--- config.mk ---
export PLATFORM = sky130hd
export DESIGN_NAME = bbox_tracker
export DESIGN_NICKNAME = d
export VERILOG_FILES = /design/src/rtl/bbox_tracker.sv
export SDC_FILE = /design/constraint.sdc
export NUM_CORES = 1
export LEC_CHECK = 0
export ABC_AREA = 1
export ABC_CLOCK_PERIOD_IN_PS = 2490
export CAP_MARGIN = 5
export CORE_MARGIN = 1
export CORE_UTILIZATION = 45
export CTS_BUF_LIST = sky130_fd_sc_hd__clkbuf_8
export DETAILED_ROUTE_END_ITERATION = 8
export PLACE_DENSITY = 0.67
export SLEW_MARGIN = 20
export SYNTH_ARGS = -nofsm -noshare
export SYNTH_HDL_FRONTEND = slang
export SYNTH_HIERARCHICAL = 1
export SYNTH_SLANG_ARGS = --single-unit
--- constraint.sdc ---
create_clock -name i_clk -period 2.49 [get_ports i_clk]
set_clock_uncertainty 0.2 [all_clocks]
set_input_delay 0.6225 -clock i_clk [delete_from_list [all_inputs] [get_ports i_clk]]
set_output_delay 0.6225 -clock i_clk [all_outputs]
set_load 0.02 [all_outputs]
--- src/rtl/bbox_tracker.sv ---
// bbox_tracker: per-frame bounding-box tracker for two players.
//   Accumulates min/max x/y and a hit count for each player over a frame,
//   then publishes boxes for players with enough hit pixels.
// Ports:
//   i_clk, i_rst_n           clock, async active-low reset
//   i_enable                 permits tracking (starts at a frame boundary)
//   i_pix_valid, i_x, i_y    pixel stream
//   i_hit[1:0]               per-player classification of the pixel
//   i_frame_end              pulse on the last pixel of a frame
//   o_left/o_right/o_up/o_down[p]  committed box edges per player
//   o_found[p]               player p box valid for last committed frame
//   o_predict_valid          one-cycle pulse when box outputs update

// Per-player accumulator plus committed box registers.
module bbox_lane #(
   parameter int CNT_W     = 20,
   parameter int MIN_COUNT = 64
) (
   input  logic        i_clk,
   input  logic        i_rst_n,
   input  logic        i_take,   // accepted pixel for this player
   input  logic        i_clr,    // commit edge: publish and restart run
   input  logic [10:0] i_x,
   input  logic [10:0] i_y,
   output logic [10:0] o_left,
   output logic [10:0] o_right,
   output logic [10:0] o_up,
   output logic [10:0] o_down,
   output logic        o_found
);
   localparam logic [CNT_W-1:0] CNT_MAX = '1;
   localparam logic [CNT_W-1:0] MIN_C   = CNT_W'(MIN_COUNT);

   logic [10:0]      run_l, run_r, run_u, run_d;
   logic [CNT_W-1:0] cnt;

   always_ff @(posedge i_clk or negedge i_rst_n) begin
      if (!i_rst_n) begin
         run_l   <= 11'h7FF;
         run_r   <= '0;
         run_u   <= 11'h7FF;
         run_d   <= '0;
         cnt     <= '0;
         o_left  <= '0;
         o_right <= '0;
         o_up    <= '0;
         o_down  <= '0;
         o_found <= 1'b0;
      end else if (i_clr) begin
         // Weak frames keep the previous box but drop the found flag.
         if (cnt >= MIN_C) begin
            o_left  <= run_l;
            o_right <= run_r;
            o_up    <= run_u;
            o_down  <= run_d;
            o_found <= 1'b1;
         end else begin
            o_found <= 1'b0;
         end
         // Restart from init, seeded by a pixel of the next frame if present.
         if (i_take) begin
            run_l <= i_x;
            run_r <= i_x;
            run_u <= i_y;
            run_d <= i_y;
            cnt   <= CNT_W'(1);
         end else begin
            run_l <= 11'h7FF;
            run_r <= '0;
            run_u <= 11'h7FF;
            run_d <= '0;
            cnt   <= '0;
         end
      end else if (i_take) begin
         if (i_x < run_l) run_l <= i_x;
         if (i_x > run_r) run_r <= i_x;
         if (i_y < run_u) run_u <= i_y;
         if (i_y > run_d) run_d <= i_y;
         if (cnt != CNT_MAX) cnt <= cnt + CNT_W'(1);
      end
   end
endmodule

module bbox_tracker #(
   parameter int          MIN_COUNT = 64,
   parameter logic [10:0] X_MAX     = 11'd799,
   parameter logic [10:0] Y_MAX     = 11'd599,
   parameter int          CNT_W     = 20
) (
   input  logic             i_clk,
   input  logic             i_rst_n,
   input  logic             i_enable,
   input  logic             i_pix_valid,
   input  logic [10:0]      i_x,
   input  logic [10:0]      i_y,
   input  logic [1:0]       i_hit,
   input  logic             i_frame_end,
   output logic [1:0][10:0] o_left,
   output logic [1:0][10:0] o_right,
   output logic [1:0][10:0] o_up,
   output logic [1:0][10:0] o_down,
   output logic [1:0]       o_found,
   output logic             o_predict_valid
);
   localparam int NUM_LANES = 2;

   typedef enum logic [1:0] {IDLE, ACCUM, COMMIT} state_t;
   state_t state;

   always_ff @(posedge i_clk or negedge i_rst_n) begin
      if (!i_rst_n) begin
         state           <= IDLE;
         o_predict_valid <= 1'b0;
      end else begin
         // Pulses in the cycle the committed boxes first become visible.
         o_predict_valid <= (state == COMMIT);
         case (state)
            IDLE:    if (i_frame_end && i_enable) state <= ACCUM;
            ACCUM:   if (i_frame_end) state <= COMMIT;
            COMMIT:  state <= i_enable ? ACCUM : IDLE;
            default: state <= IDLE;
         endcase
      end
   end

   logic pix_ok, take_en, clr;
   logic [NUM_LANES-1:0] take;

   assign pix_ok  = i_pix_valid && (i_x <= X_MAX) && (i_y <= Y_MAX);
   // A pixel seen during COMMIT opens the next frame, but only if tracking
   // continues; otherwise the accumulators must stay at init for IDLE.
   assign take_en = (state == ACCUM) || ((state == COMMIT) && i_enable);
   assign clr     = (state == COMMIT);

   generate
      for (genvar p = 0; p < NUM_LANES; p++) begin : g_lane
         assign take[p] = pix_ok && take_en && i_hit[p];
         bbox_lane #(.CNT_W(CNT_W), .MIN_COUNT(MIN_COUNT)) u_lane (
            .i_clk   (i_clk),
            .i_rst_n (i_rst_n),
            .i_take  (take[p]),
            .i_clr   (clr),
            .i_x     (i_x),
            .i_y     (i_y),
            .o_left  (o_left[p]),
            .o_right (o_right[p]),
            .o_up    (o_up[p]),
            .o_down  (o_down[p]),
            .o_found (o_found[p])
         );
      end
   endgenerate
endmodule
# == After elaboration in Yosys (flattened, before gate mapping) ==
# Index checks and enable logic that the tools add are counted.
# totals
ff_bits,221
inputBits,29
out_inout_bits,91
word_cells,122
# op_classes
add_sub_neg,2
n_lt_le_gt_ge,12
n_eq_ne,6
muxes,46
n_reduce_logical,34
# ops
operator,count
$mux 11,32
$mux 20,6
$gt 11x11->1,4
$lt 11x11->1,4
$add 20x1->20 const B,2
$ge 20x7->1 const B,2
$ne 20x20->1 const B,2
$reduce_and 2->1,13
$reduce_bool 2->1,12
$le 11x10->1 const B,2
$logic_and 1x1->1,7
$pmux 2 s3,1
$mux 1,5
$mux 2,2
$ne 2x2->1 const B,2
$eq 2x1->1 const B,1
$eq 2x2->1 const B,1
$logic_not 2->1,1
$logic_or 1x1->1,1

# == Depth between registers and ports, before layout ==
# Gate-level depths: netlist (run 1).
# depth
word_depth,7
depth_mapped,16
depth_no_buf,15

# == By module ==
# The synthesis (run 1) kept the hierarchy.
# by_module_without_submodules
module,instances,cells_each,area_each_um2,seq_area_each_um2
bbox_lane (g_lane[0].u_lane),1,754,6085.8,2755.1
bbox_lane (g_lane[1].u_lane),1,753,6080.8,2755.1
bbox_tracker,1,33,210.2,75.1

# == Least setup slack after synthesis (run 1) ==
# Ideal clock, no wire load.
# synth_timing
path_kind,in2reg
from,input i_x[10]
to,register g_lane[0].u_lane.cnt[12]
t_arrival_ps,1909
required_time_ps,2172
path_slack_ps,263
stages,12
path_cell_list,nor3_4 -> nand2_1 -> nor2_1 -> nand2_1 -> nor2_1 -> buf_2 -> nor2_1 -> nor2_4 -> clkinv_4 -> buf_12 -> nand2_2 -> o21ai_2
# synth_via
elab_chain_cells,7
# synth_lines
item,line_no,source
from (decl),94,"input logic [10:0] i_x,"
$le 11x10->1,129,assign pix_ok = i_pix_valid && (i_x <= X_MAX) && (i_y <= Y_MAX);
$logic_and 1x1->1 (2 in a row),129,
$logic_and 1x1->1 (2 in a row),137,assign take[p] = pix_ok && take_en && i_hit[p];
net take[0],127,logic [NUM_LANES-1:0] take;
$reduce_bool 2->1 (no source line),--,
$reduce_and 2->1 (no source line),--,
to (signal assigned),79,if (cnt != CNT_MAX) cnt <= cnt + CNT_W'(1);
to (decl),35,logic [CNT_W-1:0] cnt;
# The timed path passes the listed nets, and every way through them passes these cells.
# A chain may end at the register's enable or synchronous reset.

# == Worst setup path after layout (run 1) ==
# layout_timing
from,register g_lane[0].u_lane.o_down[7]
to,output o_down[7] (netlist name)
# layout_rtl
item,line_no,source
from (decl),28,"output logic [10:0] o_down,"
from (signal assigned),55,o_down <= run_d;
to (decl),101,"output logic [1:0][10:0] o_down,"
# No word-level cell between the ends.

==> results of run 1 <==
[report_power, final]
part / internal [W] / switching [W]
Combinational: 0.00222 / 0.00295
Sequential: 0.00496 / 0.000735
Clock: 0.00184 / 0.00150
[cell families (layout without fill, tap and decap cells)]
family | count (synthesis) | count (layout)
compound gates | 217 | 217
xor+xnor | 18 | 18
fa+ha+maj | 88 | 88
buf+inv | 224 | 440
flops | 221 | 221
simple gates | 772 | 772
[registers in the layout, summed over array words and instances (netlist names), 2 cells and up]
name / count
g_lane.u_lane/cnt: 40
g_lane.u_lane/o_down: 22
g_lane.u_lane/run_d: 22
state: 2
g_lane.u_lane/run_r: 22
g_lane.u_lane/o_left: 22
g_lane.u_lane/o_found: 2
g_lane.u_lane/o_right: 22
g_lane.u_lane/o_up: 22
g_lane.u_lane/run_u: 22
g_lane.u_lane/run_l: 22
[layer usage]
metal	wire, um	share of wire (%)	global-route usage, %	vias to the layer above
met5	0	0	0	-
met4	713	2.2	7.698	0
met3	1483	4.6	3.385	51
met2	14990	46	38.26	245
met1	15120	47	32.11	5066
li1	-	-	-	5325
[final cells by class]
cell class	count	share of cell area, %
clock buffer	51	4.613
clock inverter	22	0.6086
tap	341	2.804
timing repair buffer	205	12.80
inverter	162	4.062
sequential	221	36.71
multi-input combinational	1095	38.40
[layout by cell type (no fill, tap or decap), drive strengths merged, types with 6 or more instances in the layout]
| master | instances |
|---|---|
| dfstp | 44 |
| or2 | 6 |
| o21ai | 141 |
| nand2 | 512 |
| inv | 178 |
| o21bai | 42 |
| nor2 | 93 |
| a21oi | 27 |
| buf | 86 |
| ha | 88 |
| dfrtp | 177 |
| nand3 | 131 |
| xor2 | 14 |
| nand4 | 18 |
| clkbuf | 51 |
| clkinv | 6 |
| clkdlybuf4s50 | 115 |
[final timing paths]
| path | end | start | cells after the start |
|---|---|---|---|
| hold reg to reg | g_lane[1].u_lane/o_down[0] | g_lane[1].u_lane/o_down[0] | 2 |
| hold / removal | g_lane[1].u_lane/o_down[0] | g_lane[1].u_lane/o_down[0] | 2 |
| setup reg to reg | g_lane[0].u_lane/run_u[10] | state[1] | 16 |
| min in group asynchronous | g_lane[1].u_lane/cnt[12] | i_rst_n | 2 |
| setup / recovery | o_down[7] | g_lane[0].u_lane/o_down[7] | 1 |
| max in group asynchronous | g_lane[0].u_lane/run_u[5] | i_rst_n | 3 |
[through the flow]
step	instance area (um2)	std cells	hold slack [ns]
after global placement	14320	2020	0.2529
after global routing	15210	2097	0.2942
after detailed placement	14320	2020	0.2581
after CTS	15130	2094	0.2724
final	15210	2097	0.2670
after floorplan	12380	1540	0.1269
[what timing repair did]
item	in CTS	in global routing
endpoints found under the setup margin	11	88
hold buffers	1	0
gates cloned	0	1
resized for setup	3	22
buffers inserted	0	2
endpoints found under the hold margin	54	0
pin swaps	0	5
==> impl_metrics.toml, run 1 <==
[synth]
yosys.area_share.simple_pct = 26.46
synth_flop_cell = "dfrtp_1"
synthesis.area_um2 = 12380
async_flop_share_pct = 100.0
yosysUniqueCellTypes = 37
synthCells = 1540
synthAdderAreaFrac_pct = 8.896
syn_nets = 1657
synth-edff-count = 0
synth_top_cell_area_share_pct = 35.79
post-synth-top-count-cell = "nand2_1"
synth-seq-cells = 221
ys.warnings.count = 6
yosysSeqAreaShare_pct = 45.13
synth_top_area_cell = "dfrtp_1"
synth_common_cells = "497 x nand2_1, 177 x dfrtp_1, 158 x inv_1"
synthTopCellsByArea = "dfrtp_1 36%, nand2_1 15%, dfstp_2 9.3%"
synth_compound_area_share_pct = 10.09
syn_area_per_cell_um2 = 8.037
synth_xor_area_share_pct = 1.274
synth_top_family_by_area = "simple AND/OR/NAND/NOR gates"
yosys-mux-area-fraction_pct = 0

[cts]
cts_tree = "done"
numCtsBuffers = 40
cts.clk_slew.worst_paths_ns = 0.06
clock_path_buffers = 3
clkLatencyLatePin_ns = 0.55
cts.sinks = 221
cts_max_level = 2
clockRootBuffer = "clkbuf_8"

[worst_setup_path]
rrSetupSlack_ns = 0.20
cp_num_buf_inv = 1
cpPeakStageDelay_ns = 0.65
crit_slowest_cell = "clkdlybuf4s50_1"
crit_type = "flip-flop to primary output"
end_kind = "primary output"
cp_max_fo = 2
critPathLaunchType = "flip-flop"
crit_required_ns = 1.67
path_cells = "clkdlybuf4s50_1"
cp_top_family = "buffers and inverters"
cp.arrival_ns = 1.63

[layout]
synthToLayoutAreaGrowth_pct = 22.93
seq_area_um2 = 5585
n_fill_cell = 2490
insertedDiodeCount = 0
drive_above_1_share_pct = 14.52
nets = 1842
multi_input_area_um2 = 5843
final_core_util_pct = 56.45

[place]
place.gp.congestion = 0.8994
dp_hpwl_um = 23440
pre_cts_slack_ns = -0.6049
io_buffers = 119

[job]
cap_violations = 0

[timing]
worstMarginPinSlew_ns = 0.5434
fin_setup_tns_ns = 0
fmax_mhz = 408.4
setup_viol = 0
fin_ws_ns = 0.04145
period_share_pct = 98.34
maxSlewHeadroom_pct = 63.77
drv_slew = 0
fin_crit_ns = 2.449
finalHoldViolations = 0

[power_and_ir_drop]
p_total_w = 0.01420
p_per_area_nw_per_um2 = 933.4
ir_drop_mv = 0.3475
p_leak_nw = 7.461

[floorplanning]
core_um2 = 26950
start_util_pct = 45.92
die_height_um = 167.8
fp-row-count = 60
io_pins = 120
die_area_um2 = 28170
die_w_um = 167.8

[global_routing]
grt_usage_pct = 23.45
overflow = 0
first_global_vias = 10427
antenna_found_initial = 1
grt_first_pass_wirelength_um = 53090
grt_max_degree = 65

[drt]
vias = 10687
routed_wl_um = 32310
post_drt_wl_per_cell_um = 15.41
drc = 0
viasPerCell = 5.096
dr.pass1.iters = 6
ant_nets = 0
drt-initial-drc-count = 693

[status]
status = "finished, final reports clean"

[worst_hold_path]
hold_class = "flip-flop to flip-flop"
Note: power is estimated with default switching activity, not from simulation.
==> run 2: changes to the inputs <==
--- a/config.mk
+++ b/config.mk
@@ -12,6 +12,8 @@
 export CORE_UTILIZATION = 45
 export CTS_BUF_LIST = sky130_fd_sc_hd__clkbuf_8
 export DETAILED_ROUTE_END_ITERATION = 8
+export HOLD_SLACK_MARGIN = 0.02
+export MAX_ROUTING_LAYER = met4
 export PLACE_DENSITY = 0.67
 export SLEW_MARGIN = 20
 export SYNTH_ARGS = -nofsm -noshare
==> run 2 against run 1 <==
Fmax down 1.1%. Clock power up 5%. Via count down 0.70%. Combinational power about the same. Count of clock-buffer cells in the layout up 1. First-iteration DRC count down 12%. Worst setup slack worse by 0.027 ns. Routed wire length down 0.11%. Critical path depth unchanged. Non-clock buffer count unchanged. Sequential share of layout area down 0.11 points. Core utilization up 0.18 points.
==> impl_metrics.toml, run 2 (synthesis gave the netlist of run 1 again) <==
[global_routing]
antenna_found_initial = 0
grt_usage_pct = 24.04
grt_first_pass_wirelength_um = 52600
grt_max_degree = 60
first_global_vias = 10246
overflow = 0

[worst_setup_path]
cpPeakStageDelay_ns = 0.65
crit_slowest_cell = "clkdlybuf4s50_1"
cp_num_buf_inv = 1
end_kind = "primary output"
crit_required_ns = 1.67
path_cells = "clkdlybuf4s50_1"
cp.arrival_ns = 1.65
cp_top_family = "buffers and inverters"
cp_max_fo = 2
critPathLaunchType = "flip-flop"
crit_type = "flip-flop to primary output"

[layout]
final_common_cell = "nand2_1"
instances_no_fill = 2096
drive_above_1_share_pct = 14.99
synthToLayoutAreaGrowth_pct = 23.31
largest_reg_flops = 40
mostFrequentLayoutCells = "489 x nand2_1, 177 x dfrtp_1, 166 x inv_1"
nets = 1841
insertedDiodeCount = 0
regMostFlops = "g_lane.u_lane/cnt"

[timing]
drv_slew = 0
fin_setup_tns_ns = 0
worstMarginPinSlew_ns = 0.5195
finalHoldViolations = 0
fmax_mhz = 403.9
fin_crit_ns = 2.476
setup_viol = 0
grt_setup_unrepaired = "true"
maxSlewHeadroom_pct = 65.36
period_share_pct = 99.43

[cts]
clkLatencyLatePin_ns = 0.55
clock_path_buffers = 3
cts_max_level = 2
cts_tree = "done"
clockRootBuffer = "clkbuf_8"
cts.clk_slew.worst_paths_ns = 0.06
numCtsBuffers = 39
cts.sinks = 221

[power_and_ir_drop]
ir_drop_mv = 0.4462
comb_power_share_pct = 35.9
power.share.clock_pct = 24.5
p_sw_w = 0.005229
p_sw_share_pct = 36.32
p_int_w = 0.009166
p_per_area_nw_per_um2 = 943.1
seq_power_share_pct = 39.6
p_total_w = 0.01439
p_leak_nw = 7.459

[floorplanning]
die_area_um2 = 28170
fp-row-count = 60
core_um2 = 26950
die_w_um = 167.8
die_height_um = 167.8
io_pins = 120
start_util_pct = 45.92

[drt]
dr.pass1.iters = 6
vias = 10612
post_drt_wl_per_cell_um = 15.40
drt-initial-drc-count = 610
drc = 0
viasPerCell = 5.063
ant_nets = 0
routed_wl_um = 32280

[status]
status = "finished, final reports clean"

[place]
dp.cells = 2019
dp_hpwl_um = 23310
place.gp.congestion = 0.9010
io_buffers = 119

[job]
cap_violations = 0

[worst_hold_path]
hold_class = "flip-flop to flip-flop"
-- run 2: changes by cell type in the layout (fill, tap and decap cells not counted), moves of 2 or more --
cell	delta
nand2_2	+2
clkinv_2	+5
nand2_4	-2
buf_4	-2
buf_6	+2
nor2_1	-2
inv_1	-7
nor2_2	+2
-- run 2: final timing paths --
kind / start / to / slack [ns] / cells past startpoint
worst max-delay path: g_lane[0].u_lane/o_down[8] / o_down[8] / 0.01 / 1
worst min-delay path: g_lane[1].u_lane/run_d[5] / g_lane[1].u_lane/run_d[5] / 0.27 / 2
worst max register to register: state[1] / g_lane[0].u_lane/run_u[4] / 0.18 / 16
worst min register to register: g_lane[1].u_lane/run_d[5] / g_lane[1].u_lane/run_d[5] / 0.27 / 2
max in group asynchronous: i_rst_n / g_lane[0].u_lane/run_u[8] / 0.91 / 3
min in group asynchronous: i_rst_n / g_lane[1].u_lane/cnt[6] / 0.40 / 2
-- run 2: final cells by class --
cell class	instances	area, um2
well taps	341	426.7
fillers	2449	11690
flip-flops and latches	221	5585
multi-input cells	1095	5841
inverters	162	618.1
clock buffers	52	715.7
repair buffers	205	1956
clock inverters	20	120.1
-- run 2: timing repair --
item                                    4_1_cts  5_1_grt
hold buffers                                  1        0
gates resized for setup                       0       25
endpoints found under the setup margin        0       89
buffers inserted                              0        3
endpoints found under the hold margin        45        0
-- run 2: power by group through the flow --
stage | Combinational, W | Clock, W | Sequential [W]
after global routing | 0.00577 | 0.00379 | 0.00583
after floorplan | 0.00242 | 0 | 0.00626
after global placement | 0.00503 | 0 | 0.00572
after detailed placement | 0.00516 | 0 | 0.00574
after CTS | 0.00519 | 0.00362 | 0.00569
final | 0.00517 | 0.00352 | 0.00570
-- run 2: per-layer routing --
layer	GRT usage (%)	up-vias	routed length (um)
li1	-	5332	-
met1	32.14	5009	15380
met2	38.10	212	14940
met3	3.362	59	1220
met4	7.020	0	737
met5	-	-	0
-- run 2: through the flow --
stage	utilization, %	instance area (um2)	setup WS [ns]	hold slack (ns)
after floorplan	-	12380	0.2631	0.1269
after global placement	53.10	14310	-0.5059	0.2527
after detailed placement	53.10	14310	-0.5063	0.2581
after CTS	56.24	15160	0.01260	0.2720
after global routing	56.63	15260	-0.02877	0.2834
final	56.63	15260	0.01427	0.2698
-- run 2: worst min-delay path, cell delays in order (launching register included) --
cell and delay [ns]:
dfrtp_1 0.34, nand2_1 0.05, nand2_1 0.05
==> run 3: changes to the inputs <==
--- a/config.mk
+++ b/config.mk
@@ -6,7 +6,7 @@
 export NUM_CORES = 1
 export LEC_CHECK = 0
 export ABC_AREA = 1
-export ABC_CLOCK_PERIOD_IN_PS = 2490
+export ABC_CLOCK_PERIOD_IN_PS = 2340
 export CAP_MARGIN = 5
 export CORE_MARGIN = 1
 export CORE_UTILIZATION = 45
@@ -20,3 +20,4 @@
 export SYNTH_HDL_FRONTEND = slang
 export SYNTH_HIERARCHICAL = 1
 export SYNTH_SLANG_ARGS = --single-unit
+export TNS_END_PERCENT = 100
==> constraint.sdc (replaced) <==
create_clock -name i_clk -period 2.34 [get_ports i_clk]
set_clock_uncertainty 0.2 [all_clocks]
set_input_delay 0.351 -clock i_clk [delete_from_list [all_inputs] [get_ports i_clk]]
set_output_delay 0.351 -clock i_clk [all_outputs]
set_load 0.02 [all_outputs]
==> run 3 against run 2 <==
Non-clock buffer count is the same. Design area grew 0.61%. Largest power group unchanged. First-iteration DRC count grew 20%. Critical path depth grew 15. Sequential share of layout area shrank 0.22 points. Core utilization grew 0.34 points. Combinational power grew 6.8%. Routed wire length shrank 0.89%. Die area is the same. Highest routed layer unchanged. Global-route usage shrank 0.17 points. Worst setup slack gained 0.052 ns.
==> impl_metrics.toml, run 3 (synthesis gave the netlist of run 1 again) <==
[status]
status = "finished, final reports clean"

[place]
dp.cells = 2019
place.gp.congestion = 0.9537
io_buffers = 119
pre_cts_slack_ns = -0.4353
dp_hpwl_um = 22870

[cts]
cts.clk_slew.worst_paths_ns = 0.06
clkLatencyLatePin_ns = 0.56
cts_max_level = 2
cts_tree = "done"
numCtsBuffers = 40
clockRootBuffer = "clkbuf_8"
clock_path_buffers = 3
cts.sinks = 221

[timing]
setup_viol = 0
maxSlewHeadroom_pct = 67.87
fmax_mhz = 439.8
hold_slack_ns = 0.1413
drv_slew = 0
fin_ws_ns = 0.06630
fin_crit_ns = 2.274
fin_setup_tns_ns = 0
period_share_pct = 97.17
finalHoldViolations = 0
worstMarginPinSlew_ns = 0.4819
grt_setup_unrepaired = "true"

[layout]
n_fill_cell = 2428
insertedDiodeCount = 0
regMostFlops = "g_lane.u_lane/cnt"
drive_above_1_share_pct = 15.42
final_common_cell = "nand2_1"
nets = 1842
final_core_util_pct = 56.97
largest_reg_flops = 40
instances_no_fill = 2098
mostFrequentLayoutCells = "483 x nand2_1, 177 x dfrtp_1, 165 x inv_1"
synthToLayoutAreaGrowth_pct = 24.06

[global_routing]
overflow = 0
grt_max_degree = 69
first_global_vias = 10137
grt_usage_pct = 23.86
antenna_found_initial = 0
grt_first_pass_wirelength_um = 52180

[floorplanning]
core_um2 = 26950
die_area_um2 = 28170
start_util_pct = 45.92
fp-row-count = 60
io_pins = 120
die_height_um = 167.8
die_w_um = 167.8

[power_and_ir_drop]
p_sw_share_pct = 35.76
seq_power_share_pct = 38.7
ir_drop_mv = 0.4121
p_int_w = 0.01004
p_leak_nw = 7.465
comb_power_share_pct = 35.3
p_per_area_nw_per_um2 = 1018
p_sw_w = 0.005590
power.share.clock_pct = 26.0

[drt]
routed.top_layer = "met4"
ant_nets = 0
met1_length_um = 15140
routed_wl_um = 31990
viasPerCell = 5.084
drt-initial-drc-count = 733
dr.pass1.iters = 5
routed-wl-met3_um = 1321
post_drt_wl_per_cell_um = 15.25
vias = 10666
wl_met2_um = 14830
drc = 0

[worst_setup_path]
crit_type = "flip-flop to flip-flop"
rrSetupSlack_ns = 0.07
cp.arrival_ns = 2.55
end_kind = "flip-flop"
crit_required_ns = 2.62
timing.rr.start = "state[0]"
critPathLaunchType = "flip-flop"
cp_max_fo = 4
regToRegEndpoint = "g_lane[0].u_lane/run_u[8]"
ff2ff_path_depth = 16

[worst_hold_path]
hold_class = "input pin to async pin"

[job]
cap_violations = 0
## run 3: cell types whose count changed in the layout (fill, tap and decap cells not counted), sizes merged
| cell | before | now |
|---|---|---|
| clkinvlp | 0 | 2 |
| bufinv | 1 | 4 |
| clkinv | 11 | 10 |
| clkdlybuf4s50 | 116 | 118 |
| dlymetal6s2s | 2 | 0 |
| clkbuf | 52 | 50 |
## run 3: worst max path at each step
stage	slack, ns	startpoint	endpoint
floorplan	0.27	state[0]	g_lane[0].u_lane/cnt[12]
global placement	-0.35	i_x[10]	g_lane[1].u_lane/run_r[10]
detailed placement	-0.44	i_y[10]	g_lane[0].u_lane/run_d[8]
CTS	0.02	state[1]	g_lane[0].u_lane/run_u[4]
global route	-0.06	state[0]	g_lane[0].u_lane/run_u[4]
finish	0.07	state[0]	g_lane[0].u_lane/run_u[8]
## run 3: worst max-delay path, stage by stage (launching register included)
cell	delay, ns
dfrtp_1	0.41
inv_2	0.08
nand3_2	0.08
nand2_4	0.10
nand2_2	0.05
nor2_2	0.11
nand2_2	0.09
nor2_4	0.17
inv_2	0.08
nor2_2	0.10
nand2_1	0.06
a31oi_2	0.19
nand3_2	0.13
nand2_2	0.10
buf_4	0.14
nand2_1	0.06
nand2_1	0.06
## run 3: area by class of cell
| cell class | count | area, um2 | area share, % |
|---|---|---|---|
| inverters | 162 | 618.1 | 4.025 |
| multi-input cells | 1095 | 5861 | 38.17 |
| well taps | 341 | 426.7 | 2.779 |
| flip-flops and latches | 221 | 5585 | 36.38 |
| clock buffers | 50 | 688.2 | 4.482 |
| clock inverters | 24 | 212.7 | 1.385 |
| repair buffers | 205 | 1963 | 12.79 |
## run 3: power groups by stage
stage               Clock [W]  Sequential, W  Combinational (W)
floorplan                   0        0.00666            0.00258
global placement            0        0.00608            0.00534
detailed placement          0        0.00609            0.00550
CTS                   0.00417        0.00605            0.00553
global route          0.00435        0.00620            0.00617
finish                0.00406        0.00605            0.00552
## run 3: stage by stage
step | total power [W] | instance area, um2
3_3_place_gp | 0.01143 | 14320
2_1_floorplan | 0.009238 | 12380
4_1_cts | 0.01575 | 15230
5_1_grt | 0.01672 | 15350
3_5_place_dp | 0.01159 | 14320
6_report | 0.01563 | 15350
## run 3: metal layers
| layer | vias to the layer above | global-route usage (%) |
|---|---|---|
| li1 | 5341 | - |
| met1 | 5049 | 31.86 |
| met2 | 222 | 37.25 |
| met3 | 54 | 3.902 |
| met4 | 0 | 7.459 |
| met5 | - | - |
## run 3: timing repair
action	CTS	global route
setup endpoints to repair	0	125
resized for setup	0	30
hold buffers	1	0
buffers inserted	0	4
hold endpoints to repair	179	0
